`src/rtl/oh_cdc_arbiter_if.sv`:
```
// Requester/channel bundle for oh_cdc_arbiter.
// slave = arbiter side, master = requesters plus destination ack.
interface oh_cdc_arbiter_if #(
  parameter int N  = 4,
  parameter int DW = 32
);
  localparam int IW = $clog2(N);

  logic [N-1:0]    in_valid;
  logic [N*DW-1:0] in_data;
  logic [N-1:0]    in_ready;
  logic            tx_req;
  logic [DW-1:0]   tx_data;
  logic            tx_ack;
  logic            busy;
  logic [IW-1:0]   grant_id;

  modport master (
    output in_valid, in_data, tx_ack,
    input  in_ready, tx_req, tx_data,
    input  busy, grant_id
  );

  modport slave (
    input  in_valid, in_data, tx_ack,
    output in_ready, tx_req, tx_data,
    output busy, grant_id
  );
endinterface

```
`src/rtl/oh_cdc_arbiter.sv`:
```
// Round-robin arbiter feeding one 4-phase req/ack clock-crossing channel.
// tx_ack is resynchronized through a PS-flop pipe before the FSM uses it.
module oh_cdc_arbiter #(
  parameter int N  = 4,
  parameter int DW = 32,
  parameter int PS = 2
) (
  input logic             clk,
  input logic             nreset,
  oh_cdc_arbiter_if.slave bus
);
  localparam int IW = $clog2(N);

  typedef enum logic [1:0] {
    IDLE,
    REQ,
    RELEASE
  } state_e;

  state_e          state_q, state_d;
  logic            tx_req_q, tx_req_d;
  logic [DW-1:0]   tx_data_q, tx_data_d;
  logic [IW-1:0]   grant_q, grant_d;
  logic            busy_q, busy_d;
  logic [PS-1:0]   sync_q, sync_d;
  logic            ack_sync;
  logic            win_vld;
  logic [IW-1:0]   win_idx;
  logic [N-1:0]    ready;

  assign sync_d   = {sync_q[PS-2:0], bus.tx_ack};
  assign ack_sync = sync_q[PS-1];

  // first valid requester after the last grant, wrapping
  always_comb begin
    logic [IW-1:0] cand;
    cand    = '0;
    win_vld = 1'b0;
    win_idx = '0;
    for (int k = 1; k <= N; k++) begin
      cand = IW'((int'(grant_q) + k) % N);
      if (!win_vld && bus.in_valid[cand]) begin
        win_vld = 1'b1;
        win_idx = cand;
      end
    end
  end

  always_comb begin
    ready = '0;
    if (nreset && state_q == IDLE && win_vld)
      ready = N'(1) << win_idx;
  end

  always_comb begin
    state_d   = state_q;
    tx_req_d  = tx_req_q;
    tx_data_d = tx_data_q;
    grant_d   = grant_q;
    unique case (state_q)
      IDLE: begin
        if (win_vld) begin
          state_d   = REQ;
          tx_req_d  = 1'b1;
          tx_data_d = bus.in_data[win_idx*DW +: DW];
          grant_d   = win_idx;
        end
      end
      REQ: begin
        if (ack_sync) begin
          state_d  = RELEASE;
          tx_req_d = 1'b0;
        end
      end
      RELEASE: begin
        if (!ack_sync)
          state_d = IDLE;
      end
      default: begin
        state_d  = IDLE;
        tx_req_d = 1'b0;
      end
    endcase
    busy_d = (state_d != IDLE);
  end

  always_ff @(posedge clk) begin
    if (!nreset) begin
      state_q   <= IDLE;
      tx_req_q  <= 1'b0;
      tx_data_q <= '0;
      grant_q   <= IW'(N - 1);
      busy_q    <= 1'b0;
      sync_q    <= '0;
    end else begin
      state_q   <= state_d;
      tx_req_q  <= tx_req_d;
      tx_data_q <= tx_data_d;
      grant_q   <= grant_d;
      busy_q    <= busy_d;
      sync_q    <= sync_d;
    end
  end

  assign bus.in_ready = ready;
  assign bus.tx_req   = tx_req_q;
  assign bus.tx_data  = tx_data_q;
  assign bus.busy     = busy_q;
  assign bus.grant_id = grant_q;
endmodule

```
`src/flat_wrapper.sv`:
```
// flat-port wrapper written by rule: the top's interface ports become plain ports
module oh_cdc_arbiter_flat 
#(
  parameter int N  = 4,
  parameter int DW = 32,
  parameter int PS = 2
)
  (clk, nreset, bus_in_valid, bus_in_data, bus_tx_ack, bus_in_ready, bus_tx_req, bus_tx_data, bus_busy, bus_grant_id);
  oh_cdc_arbiter_if #(.N(N), .DW(DW)) bus_i ();
  input logic clk;
  input logic nreset;
  input wire logic [$bits(bus_i.in_valid)-1:0] bus_in_valid;
  input wire logic [$bits(bus_i.in_data)-1:0] bus_in_data;
  input wire logic [$bits(bus_i.tx_ack)-1:0] bus_tx_ack;
  output wire logic [$bits(bus_i.in_ready)-1:0] bus_in_ready;
  output wire logic [$bits(bus_i.tx_req)-1:0] bus_tx_req;
  output wire logic [$bits(bus_i.tx_data)-1:0] bus_tx_data;
  output wire logic [$bits(bus_i.busy)-1:0] bus_busy;
  output wire logic [$bits(bus_i.grant_id)-1:0] bus_grant_id;
  assign bus_i.in_valid = bus_in_valid;
  assign bus_i.in_data = bus_in_data;
  assign bus_i.tx_ack = bus_tx_ack;
  assign bus_in_ready = bus_i.in_ready;
  assign bus_tx_req = bus_i.tx_req;
  assign bus_tx_data = bus_i.tx_data;
  assign bus_busy = bus_i.busy;
  assign bus_grant_id = bus_i.grant_id;
  oh_cdc_arbiter #(.N(N), .DW(DW), .PS(PS)) u_core (.clk(clk), .nreset(nreset), .bus(bus_i));
endmodule
```
`config.mk`:
```
export PLATFORM = sky130hd
export DESIGN_NAME = oh_cdc_arbiter_flat
export DESIGN_NICKNAME = d
export VERILOG_FILES = /design/src/rtl/oh_cdc_arbiter_if.sv /design/src/rtl/oh_cdc_arbiter.sv /design/src/flat_wrapper.sv
export SDC_FILE = /design/constraint.sdc
export NUM_CORES = 1
export LEC_CHECK = 0
export CAP_MARGIN = 25
export CORE_MARGIN = 2
export CORE_UTILIZATION = 38
export DETAILED_ROUTE_END_ITERATION = 6
export GPL_TIMING_DRIVEN = 0
export PLACE_DENSITY = 0.94
export REMOVE_ABC_BUFFERS = 1
export SYNTH_ARGS = -nofsm -noshare
export SYNTH_HDL_FRONTEND = slang
export SYNTH_SLANG_ARGS = --single-unit
```
`constraint.sdc`:
```
create_clock -name clk -period 4.2 [get_ports clk]
set_input_delay 0.63 -clock clk [delete_from_list [all_inputs] [get_ports clk]]
set_output_delay 0.63 -clock clk [all_outputs]
set_load 0.03 [all_outputs]
```
# ---- After elaboration in Yosys (flattened, before gate mapping)
# Index checks and enable logic that the tools add are counted.
dict set report totals {
  regBits 40
  input_bits 135
  elab_cells 57
}
dict set report classes {
  addsub 4
  order_cmp 4
  n_eq_ne 4
  shifts 2
  mux 24
  n_bitwise 1
  reduce_logical 12
}
# op n
set op_table {}
lappend op_table {{indexed part select 128 x 8 -> 32 bit} 1}
lappend op_table {{2-to-1 mux 2 bit} 7}
lappend op_table {{less-than comparator 2 x 3 -> 1 bit (second input constant)} 4}
lappend op_table {{2-to-1 mux 1 bit} 10}
lappend op_table {{binary-select mux 1 bit (select 2 bit)} 4}
lappend op_table {{case mux 2 bit (3 select lines)} 1}
lappend op_table {{logical AND 1 bit} 5}
lappend op_table {{adder 2 x 1 -> 2 bit (second input constant)} 2}
lappend op_table {{adder 2 bit (second input constant)} 2}
lappend op_table {{2-to-1 mux 4 bit} 1}
lappend op_table {{inequality test 2 x 1 -> 1 bit (second input constant)} 2}
lappend op_table {{<< shifter 1 x 2 -> 4 bit (first input constant)} 1}
lappend op_table {{zero test 1 bit} 3}
lappend op_table {{case mux 1 bit (3 select lines)} 1}
lappend op_table {{AND reduction 3 bit} 1}
lappend op_table {{equality test 2 x 1 -> 1 bit (second input constant)} 1}
lappend op_table {{equality test 2 bit (second input constant)} 1}
lappend op_table {{zero test 2 bit} 1}
lappend op_table {{AND reduction 2 bit} 1}
lappend op_table {{nonzero test 2 bit} 1}
lappend op_table {{inverter 1 bit} 1}

# ---- Depth between registers and ports, before layout
# Gate-level depths: netlist of run 1.
dict set report depth {
  ltp_word 16
  ltp_mapped 6
}

# ---- Worst setup path after synthesis of run 1
# OpenSTA, ideal clock, no wires.
dict set report synth_timing {
  kind {input port to output port}
  from {input bus_in_valid[3]}
  to {output bus_in_ready[0]}
  arrival_ns 1.824
  t_required_ns 3.570
  setup_slack_ns 1.746
  cell_stages 4
  path_cell_list {or3_1 > o211ai_1 > buf_2 > and3_1}
}
dict set report synth_via {
  elab_chain_len 14
}
# element line
set synth_lines {}
lappend synth_lines {{start: declaration} flat_wrapper.sv:12} ;# input wire logic [$bits(bus_i.in_valid)-1:0] bus_in_valid;
lappend synth_lines {{binary-select mux 1 bit (select 2 bit)} oh_cdc_arbiter.sv:42} ;# if (!win_vld && bus.in_valid[cand]) begin
lappend synth_lines {{2-to-1 mux 1 bit (implied by the code)} oh_cdc_arbiter.sv:42}
lappend synth_lines {{2-to-1 mux 1 bit} oh_cdc_arbiter.sv:42}
lappend synth_lines {{zero test 1 bit} oh_cdc_arbiter.sv:42}
lappend synth_lines {{logical AND 1 bit} oh_cdc_arbiter.sv:42}
lappend synth_lines {{2-to-1 mux 1 bit} oh_cdc_arbiter.sv:42}
lappend synth_lines {{zero test 1 bit} oh_cdc_arbiter.sv:42}
lappend synth_lines {{logical AND 1 bit} oh_cdc_arbiter.sv:42}
lappend synth_lines {{2-to-1 mux 1 bit} oh_cdc_arbiter.sv:42}
lappend synth_lines {{zero test 1 bit} oh_cdc_arbiter.sv:42}
lappend synth_lines {{logical AND 1 bit} oh_cdc_arbiter.sv:42}
lappend synth_lines {{2-to-1 mux 2 bit / 2-to-1 mux 1 bit (equally long branches)} oh_cdc_arbiter.sv:42}
lappend synth_lines {{<< shifter 1 x 2 -> 4 bit / logical AND 1 bit (equally long branches)} {oh_cdc_arbiter.sv:52, oh_cdc_arbiter.sv:51}}
lappend synth_lines {{2-to-1 mux 4 bit (*)} oh_cdc_arbiter.sv:51} ;# if (nreset && state_q == IDLE && win_vld)
lappend synth_lines {{end: declaration} flat_wrapper.sv:15} ;# output wire logic [$bits(bus_i.in_ready)-1:0] bus_in_ready;
# Every way passes the cells marked *; elsewhere a longest branch is shown, timed or not. The select of a mux whose other input is x is not followed.

# ---- Worst setup path in the final report of run 1
dict set report layout_timing {
  from {input bus_in_valid[2]}
  to {output bus_in_ready[3]}
}
# Same word-level chain as after synthesis.

==> impl_metrics.py, run 1 <==
metrics = {
    "outcome": {
        "status": "finished clean",
    },
    "run": {
        "max_cap_violations": 0,
    },
    "yosys": {
        "avgSynthCellArea_um2": 8.69,
        "yosys_register_bits": 40,
        "syn_inst": 281,
        "yosysWarnings": 0,
        "syn_area_mm2": 0.00244,
        "synth_cell_types": 38,
        "ys_seq_area_frac": 0.328,
    },
    "drt": {
        "vias": 3071,
        "drt_iter0_drc": 186,
        "drc": 0,
        "wl_per_cell_um": 18.6,
        "routed_via_density": 5.95,
        "firstDrtPassIters": 4,
        "wirelength_mm": 9.57,
        "ant_nets": 0,
    },
    "power": {
        "ir_drop_mv": 0.194,
        "power_density_mw_per_mm2": 292,
        "p_leak_nw": 1.51,
    },
    "clocking": {
        "path_clk_slew_ns": 0.07,
        "clock_path_buffers": 2,
        "cts-resized-gates": 0,
        "cts_buffers": 5,
        "cts.htree.levels": 2,
        "cts_tree": "built",
        "clock-root-buffer": "clkbuf_8",
        "post-cts-setup-buffers": 0,
        "cts_sinks": 40,
        "postCtsHoldBufs": 0,
        "clkLatencyLatePin_ns": 0.29,
    },
    "worst_setup_path": {
        "crit_path_end_kind": "primary output",
        "r2r_end": "u_core.bus.tx_data[27]$_SDFFE_PN0P_",
        "reg2reg_from": "u_core.bus.grant_id[1]$_SDFFE_PN1P_",
        "timing.critical_path.required_ns": 3.57,
        "crit_type": "input port to primary output",
        "r2r_cells": 6,
        "worstPathArrival_ns": 3.32,
        "startpoint_type": "input port",
        "crit_fanout": 33,
        "ff2ff_setup_slack_ns": 1.80,
    },
    "min_path": {
        "whs_path_depth": 2,
        "min_to": "u_core.bus.tx_req$_SDFFE_PN0P_",
        "min_path_type": "register to register",
        "min_from": "u_core.bus.tx_req$_SDFFE_PN0P_",
    },
    "cells_and_area": {
        "final_area_mm2": 0.00435,
        "n_antenna_cell": 0,
        "drive_above_1_share": 0.0979,
        "nNetsFinal": 573,
        "area_growth_pct": 78.3,
        "nFillCells": 491,
    },
    "timing": {
        "rsz0062_at_grt": "no",
        "finalMaxSlewViolations": 0,
        "setup_tns_ns": 0,
        "layout_min_cycle_time_ns": 3.95,
        "max_slew_margin": 0.321,
        "finalSetupViolCount": 0,
        "worst-slew-pin-transition_ns": 1.02,
        "final.setup_skew_ns": 0.00531,
        "clock.fmax_mhz": 253,
        "period_share": 0.940,
        "hold_viol": 0,
    },
    "grt": {
        "track_usage": 0.260,
        "grt_max_degree": 43,
        "antenna_found_initial": 0,
        "grt_pass1_vias": 3124,
        "grt_pass1_wl_mm": 15.1,
        "grt.overflow.total": 0,
    },
    "floorplanning": {
        "io_pins": 175,
        "coreArea_mm2": 0.00628,
        "die_y_um": 84.2,
        "die_x_um": 84.2,
        "die-area_mm2": 0.00708,
        "rows": 29,
        "initial_core_util": 0.389,
    },
    "placed_design": {
        "placement.cell_area_mm2": 0.00426,
        "place_congestion": 0.792,
        "dpl.hpwl_mm": 6.88,
        "io_buffers": 174,
    },
}
## final cells by class
class | instances | area [µm²] | share of cell area
repair buffers | 182 | 1880 | 0.431
flip-flops and latches | 40 | 801 | 0.184
multi-input cells | 205 | 1480 | 0.339
well taps | 77 | 96.3 | 0.0221
clock buffers | 8 | 90.1 | 0.0207
inverters | 4 | 15.0 | 0.00345
## report_power, final
| part | total (W) | switching [W] | internal, W |
|---|---|---|---|
| Clock | 0.000266 | 0.000132 | 0.000134 |
| Combinational | 0.000558 | 0.000282 | 0.000276 |
| Sequential | 0.000447 | 0.0000261 | 0.000421 |
| Total | 0.00127 | 0.000440 | 0.000831 |
## cell families after synthesis
family	count (synthesis)	share of synthesized area
compound gates	148	0.480
simple gates	55	0.107
flops	40	0.328
buf+inv	36	0.0769
xor+xnor	1	0.00359
mux	1	0.00410
## worst max-delay path, cell delays in order
cell and delay (ns):
clkdlybuf4s50_1 0.54, or2_2 0.39, a21oi_4 0.81, o2111a_1 0.26, clkdlybuf4s50_1 0.68
## stage by stage
stage	cells	setup WS, ns	util	hold slack (ns)	power, W
floorplan	249	0.386	-	0.412	0.000701
global route	516	0.143	0.693	0.486	0.00133
finish	516	0.253	0.693	0.466	0.00127
global placement	500	-2.33	0.654	0.420	0.000969
CTS	516	0.255	0.693	0.467	0.00128
detailed placement	508	0.259	0.679	0.448	0.00101
## routing by layer
layer  global-route usage  share of wire  vias up
li1                     -              -     1437
met1                0.306           0.39     1451
met2                0.482           0.51      166
met3               0.0403          0.075       17
met4               0.0821          0.021        0
met5                    0              0        -
## flip-flops by register name (all words and copies together), names as in the netlist
name / count
u_core.bus.tx_data: 32
u_core.bus.tx_req: 1
u_core.bus.grant_id: 2
u_core.bus.busy: 1
u_core.state_q: 2
u_core.sync_q: 2
## placed cells by master (no fill, tap or decap), drive strengths merged, types with 2 or more instances in the layout
master / Yosys / final
clkdlybuf4s50: 0 / 173
dfxtp: 40 / 40
nand2: 37 / 37
o21ai: 35 / 35
o211ai: 35 / 35
a221oi: 34 / 34
a31oi: 32 / 32
buf: 12 / 9
clkbuf: 20 / 8
inv: 4 / 4
and3: 4 / 4
a21oi: 3 / 3
or2: 3 / 3
nand2b: 2 / 2
and2: 2 / 2
or3: 2 / 2
## cell usage after synthesis, drive strengths merged
cell | number | share of area
nor4 | 1 | 0.0026
mux2i | 1 | 0.0041
and3b | 1 | 0.0036
or2 | 3 | 0.0087
a21oi | 3 | 0.0092
o21ba | 1 | 0.0041
and2 | 2 | 0.0051
o22ai | 1 | 0.0026
dfxtp | 40 | 0.33
a32o | 1 | 0.0041
a31oi | 32 | 0.082
o2111a | 1 | 0.0046
nand2 | 37 | 0.057
buf | 12 | 0.039
and3 | 4 | 0.010
a21o | 1 | 0.0031
clkbuf | 20 | 0.031
a21boi | 1 | 0.0031
o21ai | 35 | 0.072
a221oi | 34 | 0.18
nand2b | 2 | 0.0051
nand3b | 1 | 0.0031
a22oi | 1 | 0.0031
o2bb2ai | 1 | 0.0036
a32oi | 1 | 0.0036
inv | 4 | 0.0061
nor2b | 1 | 0.0026
xor2 | 1 | 0.0036
o211ai | 35 | 0.11
or3 | 2 | 0.0051
nor3 | 1 | 0.0041
## how the worst max path moves through the flow
stage,from,end,slack (ns),depth (start not counted)
2_1_floorplan,u_core.bus.grant_id[1]$_SDFFE_PN1P_,bus_in_ready[0],0.39,3
3_3_place_gp,bus_in_valid[3],bus_in_ready[0],-2.33,5
3_5_place_dp,bus_in_valid[2],bus_in_ready[0],0.26,6
4_1_cts,bus_in_valid[2],bus_in_ready[3],0.26,5
5_1_grt,bus_in_valid[2],bus_in_ready[0],0.14,6
6_report,bus_in_valid[2],bus_in_ready[3],0.25,5
Power figures use the tool's default switching activity.
==> run 2: changes to the inputs <==
Settings changed: CORE_MARGIN 2 to not set.
==> run 2 against run 1 <==
Clock skew fell by 0.0017 ns. Register-to-register slack barely moved. Critical endpoint is now bus_in_ready[0]. Highest routed layer unchanged. Combinational power fell by 1%. First-iteration DRC count rose by 3.8%. Maximum frequency fell by 2.8%. Critical path depth rose by 2.
==> impl_metrics.py, run 2 (same netlist as run 1, synthesis figures left out) <==
metrics = {
    "outcome": {
        "status": "finished clean",
    },
    "worst_setup_path": {
        "ff2ff_setup_slack_ns": 1.80,
        "reg2reg_from": "u_core.bus.grant_id[1]$_SDFFE_PN1P_",
        "r2r_end": "u_core.bus.tx_data[21]$_SDFFE_PN0P_",
        "crit_path_end_kind": "primary output",
        "startpoint_type": "input port",
        "timing.critical_path.required_ns": 3.57,
        "crit_fanout": 11,
        "worstPathArrival_ns": 3.43,
        "r2r_cells": 6,
        "crit_type": "input port to primary output",
        "critPathLaunch": "bus_in_valid[2]",
    },
    "grt": {
        "grt_max_degree": 43,
        "grt_pass1_vias": 2995,
        "antenna_found_initial": 0,
        "grt_pass1_wl_mm": 14.1,
        "grt.overflow.total": 0,
        "track_usage": 0.272,
    },
    "power": {
        "clkPwrFrac": 0.213,
        "p_comb_frac": 0.434,
        "swShare": 0.341,
        "total_power_w": 0.00127,
        "p_sw_w": 0.000433,
        "p_leak_nw": 1.50,
        "power_frac_seq": 0.352,
        "p_int_w": 0.000838,
        "ir_drop_mv": 0.166,
        "power_density_mw_per_mm2": 294,
    },
    "drt": {
        "wirelength_mm": 9.58,
        "vias": 3082,
        "firstDrtPassIters": 4,
        "routed_via_density": 6.01,
        "drc": 0,
        "wl_per_cell_um": 18.7,
        "drt_iter0_drc": 193,
        "ant_nets": 0,
    },
    "min_path": {
        "min_path_type": "register to register",
        "whs_path_depth": 1,
        "min_from": "u_core.sync_q[0]$_SDFF_PN0_",
        "min_to": "u_core.sync_q[1]$_SDFF_PN0_",
    },
    "floorplanning": {
        "coreArea_mm2": 0.00606,
        "initial_core_util": 0.403,
        "die-area_mm2": 0.00675,
        "die_y_um": 82.2,
        "rows": 28,
        "die_x_um": 82.2,
        "io_pins": 175,
    },
    "cells_and_area": {
        "multi_input_area_mm2": 0.00148,
        "regArea_um2": 801,
        "final_cell_mix": "173 x clkdlybuf4s50_1, 40 x dfxtp_1, 37 x nand2_1",
        "area_growth_pct": 77.3,
        "final_area_mm2": 0.00433,
        "nFillCells": 459,
        "largest_reg_flops": 32,
        "nNetsFinal": 573,
        "drive_above_1_share": 0.100,
        "n_antenna_cell": 0,
        "layout_commonest_cell": "clkdlybuf4s50_1",
    },
    "timing": {
        "finalSetupViolCount": 0,
        "clock.fmax_mhz": 246,
        "final.setup_skew_ns": 0.00359,
        "hold_viol": 0,
        "finalMaxSlewViolations": 0,
        "rsz0062_at_grt": "no",
        "layout_min_cycle_time_ns": 4.06,
        "worst-slew-pin-transition_ns": 0.955,
        "max_slew_margin": 0.362,
        "period_share": 0.966,
    },
    "placed_design": {
        "dpl.hpwl_mm": 6.99,
        "io_buffers": 174,
        "place_congestion": 0.873,
        "placement.cell_area_mm2": 0.00423,
    },
    "clocking": {
        "path_clk_slew_ns": 0.08,
        "postCtsHoldBufs": 0,
        "cts_tree": "built",
        "cts_sinks": 40,
        "clock_path_buffers": 2,
        "post-cts-setup-buffers": 0,
        "cts-resized-gates": 0,
        "cts.htree.levels": 2,
        "clkLatencyLatePin_ns": 0.28,
        "cts_buffers": 5,
        "clock-root-buffer": "clkbuf_8",
    },
    "run": {
        "max_cap_violations": 0,
    },
}
## run 2: cell types whose count changed in the layout (fill, tap and decap cells not counted), sizes merged
cell and delta:
clkbuf -1
## run 2: final cells by class
class,instances,share of cell area
inverter,4,0.00347
clock buffer,7,0.0223
tap,75,0.0217
timing repair buffer,182,0.427
multi-input combinational,205,0.341
sequential,40,0.185
## run 2: how the worst max path moves through the flow
| stage | end | slack [ns] | cells past startpoint |
|---|---|---|---|
| 2_1_floorplan | bus_in_ready[0] | 0.39 | 3 |
| 3_5_place_dp | bus_in_ready[0] | 0.14 | 7 |
| 3_3_place_gp | bus_in_ready[0] | -2.30 | 5 |
| 4_1_cts | bus_in_ready[0] | 0.14 | 7 |
| 6_report | bus_in_ready[0] | 0.14 | 7 |
| 5_1_grt | bus_in_ready[0] | 0.02 | 7 |
## run 2: per-stage QoR
step,setup WS [ns],setup TNS [ns],hold slack (ns),std cells,utilization
2_1_floorplan,0.386,0,0.412,249,-
3_3_place_gp,-2.30,-42.86,0.420,498,0.677
3_5_place_dp,0.137,0,0.419,506,0.698
4_1_cts,0.135,0,0.438,513,0.714
5_1_grt,0.0195,0,0.444,513,0.714
6_report,0.142,0,0.434,513,0.714
## run 2: routing by layer
metal	wire [µm]	global-route usage	vias up
met3	963	0.0703	26
li1	-	-	1428
met2	4780	0.488	182
met1	3590	0.301	1446
met4	253	0.116	0
met5	0	0	-
## run 2: worst max-delay path, stage by stage
cell and delay, ns:
clkdlybuf4s50_1 0.55, o21ba_2 0.26, o211ai_1 0.58, buf_4 0.33, buf_4 0.23, and3_1 0.17, clkdlybuf4s50_1 0.67
## run 2: power groups by stage
| stage | Clock (W) | Combinational, W | Sequential (W) |
|---|---|---|---|
| after floorplan | 0 | 0.000172 | 0.000530 |
| after global placement | 0 | 0.000514 | 0.000452 |
| after detailed placement | 0 | 0.000550 | 0.000456 |
| after CTS | 0.000281 | 0.000552 | 0.000447 |
| after global routing | 0.000295 | 0.000584 | 0.000454 |
| final | 0.000271 | 0.000552 | 0.000448 |
==> run 3: changes to the inputs <==
Settings changed: CORE_ASPECT_RATIO set to 1.5, GPL_TIMING_DRIVEN 0 to not set.
==> run 3 against run 2 <==
Cell area shrank 0.69%. Global-route usage is 2.0 points higher. Register-to-register slack improved by 0.37 ns. Final cell count up 0.19%. Routed wire length grew 1.6%. Die area hardly changed. Hold slack improved by 0.0034 ns. Critical path depth is the same. Power up 2.2%. Clock power up 15%. Sequential share of layout area rose by 0.13 points. First-iteration DRC count down 1.0%. Critical endpoint is now bus_in_ready[1].
==> impl_metrics.py, run 3 (same netlist as run 1, synthesis figures left out) <==
metrics = {
    "drt": {
        "firstDrtPassIters": 4,
        "wirelength_mm": 9.73,
        "ant_nets": 0,
        "wl_per_cell_um": 18.9,
        "drc": 0,
        "drt_iter0_drc": 191,
        "vias": 3092,
        "routed_via_density": 6.02,
    },
    "grt": {
        "grt_pass1_wl_mm": 15.0,
        "grt.overflow.total": 0,
        "track_usage": 0.292,
        "antenna_found_initial": 0,
        "grt_pass1_vias": 3136,
        "grt_max_degree": 42,
    },
    "cells_and_area": {
        "drive_above_1_share": 0.109,
        "final_area_mm2": 0.00430,
        "n_antenna_cell": 0,
        "area_growth_pct": 76.1,
        "nNetsFinal": 574,
        "final_cell_mix": "170 x clkdlybuf4s50_1, 40 x dfxtp_1, 37 x nand2_1",
        "layout_commonest_cell": "clkdlybuf4s50_1",
        "largest_reg_flops": 32,
    },
    "worst_setup_path": {
        "startpoint_type": "input port",
        "ff2ff_setup_slack_ns": 2.17,
        "cp_cell_sequence": "clkdlybuf4s50_1 -> buf_4 -> o21ai_0 -> a32o_1 -> buf_4 -> and3_1 -> buf_4",
        "crit_fanout": 41,
        "max_stage_delay_ns": 0.50,
        "crit_type": "input port to primary output",
        "crit_path_end_kind": "primary output",
        "cpMaxStageDelayCell": "clkdlybuf4s50_1",
        "path_buf_inv": 4,
        "timing.critical_path.required_ns": 3.57,
        "cp_common_cell": "buf_4",
        "worstPathArrival_ns": 2.64,
        "cp_top_family": "buffers and inverters",
    },
    "clocking": {
        "path_clk_slew_ns": 0.08,
        "cts_buffers": 5,
        "clkLatencyLatePin_ns": 0.29,
        "post-cts-setup-buffers": 0,
        "cts_tree": "built",
        "cts_sinks": 40,
        "postCtsHoldBufs": 0,
        "clock-root-buffer": "clkbuf_8",
        "cts-resized-gates": 0,
        "cts.htree.levels": 2,
        "clock_path_buffers": 2,
    },
    "timing": {
        "rsz0062_at_grt": "no",
        "worst-slew-pin-transition_ns": 0.933,
        "period_share": 0.779,
        "setup_tns_ns": 0,
        "finalSetupViolCount": 0,
        "layout_min_cycle_time_ns": 3.27,
        "finalMaxSlewViolations": 0,
        "max_slew_margin": 0.378,
        "hold_viol": 0,
        "clock.fmax_mhz": 305,
        "whs_ns": 0.438,
        "final.setup_skew_ns": 0.00694,
    },
    "power": {
        "power_density_mw_per_mm2": 303,
        "ir_drop_mv": 0.200,
        "p_leak_nw": 1.51,
        "total_power_w": 0.00130,
    },
    "run": {
        "max_cap_violations": 0,
    },
    "floorplanning": {
        "coreArea_mm2": 0.00617,
        "die_x_um": 67.4,
        "rows": 35,
        "io_pins": 175,
        "initial_core_util": 0.395,
        "die-area_mm2": 0.00675,
        "die_y_um": 100,
    },
    "outcome": {
        "status": "finished clean",
    },
    "placed_design": {
        "place_congestion": 0.867,
        "io_buffers": 174,
        "placement.cell_area_mm2": 0.00419,
        "dpl.hpwl_mm": 6.94,
    },
    "min_path": {
        "min_path_type": "register to register",
    },
}
-- run 3: power by group --
part	switching, W	total, W	internal [W]
combinational	0.000279	0.000542	0.000263
sequential	0.0000257	0.000446	0.000420
clock	0.000136	0.000312	0.000177
-- run 3: area by class of cell --
class,instances,area [µm²]
fill,479,1880
timing repair buffer,183,1810
multi-input combinational,205,1480
sequential,40,801
tap,74,92.6
clock buffer,6,72.6
clock inverter,2,35.0
inverter,4,15.0
-- run 3: per-layer routing --
layer  GRT usage  wire [µm]  vias to the layer above
li1            -          -                     1433
met1       0.311       3430                     1465
met2       0.548       5270                      170
met3      0.0398        708                       24
met4       0.123        321                        0
met5           0          0                        -
-- run 3: worst paths after layout --
path | from | to | depth (start not counted)
hold reg to reg | u_core.sync_q[0]$_SDFF_PN0_ | u_core.sync_q[1]$_SDFF_PN0_ | 1
setup reg to reg | u_core.bus.grant_id[1]$_SDFFE_PN1P_ | u_core.bus.tx_data[21]$_SDFFE_PN0P_ | 5
setup / recovery | bus_in_valid[3] | bus_in_ready[1] | 7
hold / removal | u_core.sync_q[0]$_SDFF_PN0_ | u_core.sync_q[1]$_SDFF_PN0_ | 1
-- run 3: stage by stage --
step	worst slack [ns]	std cells	util
2_1_floorplan	0.386	249	-
3_3_place_gp	0.801	505	0.676
3_5_place_dp	0.913	506	0.679
4_1_cts	0.919	514	0.696
5_1_grt	0.786	514	0.696
6_report	0.926	514	0.696
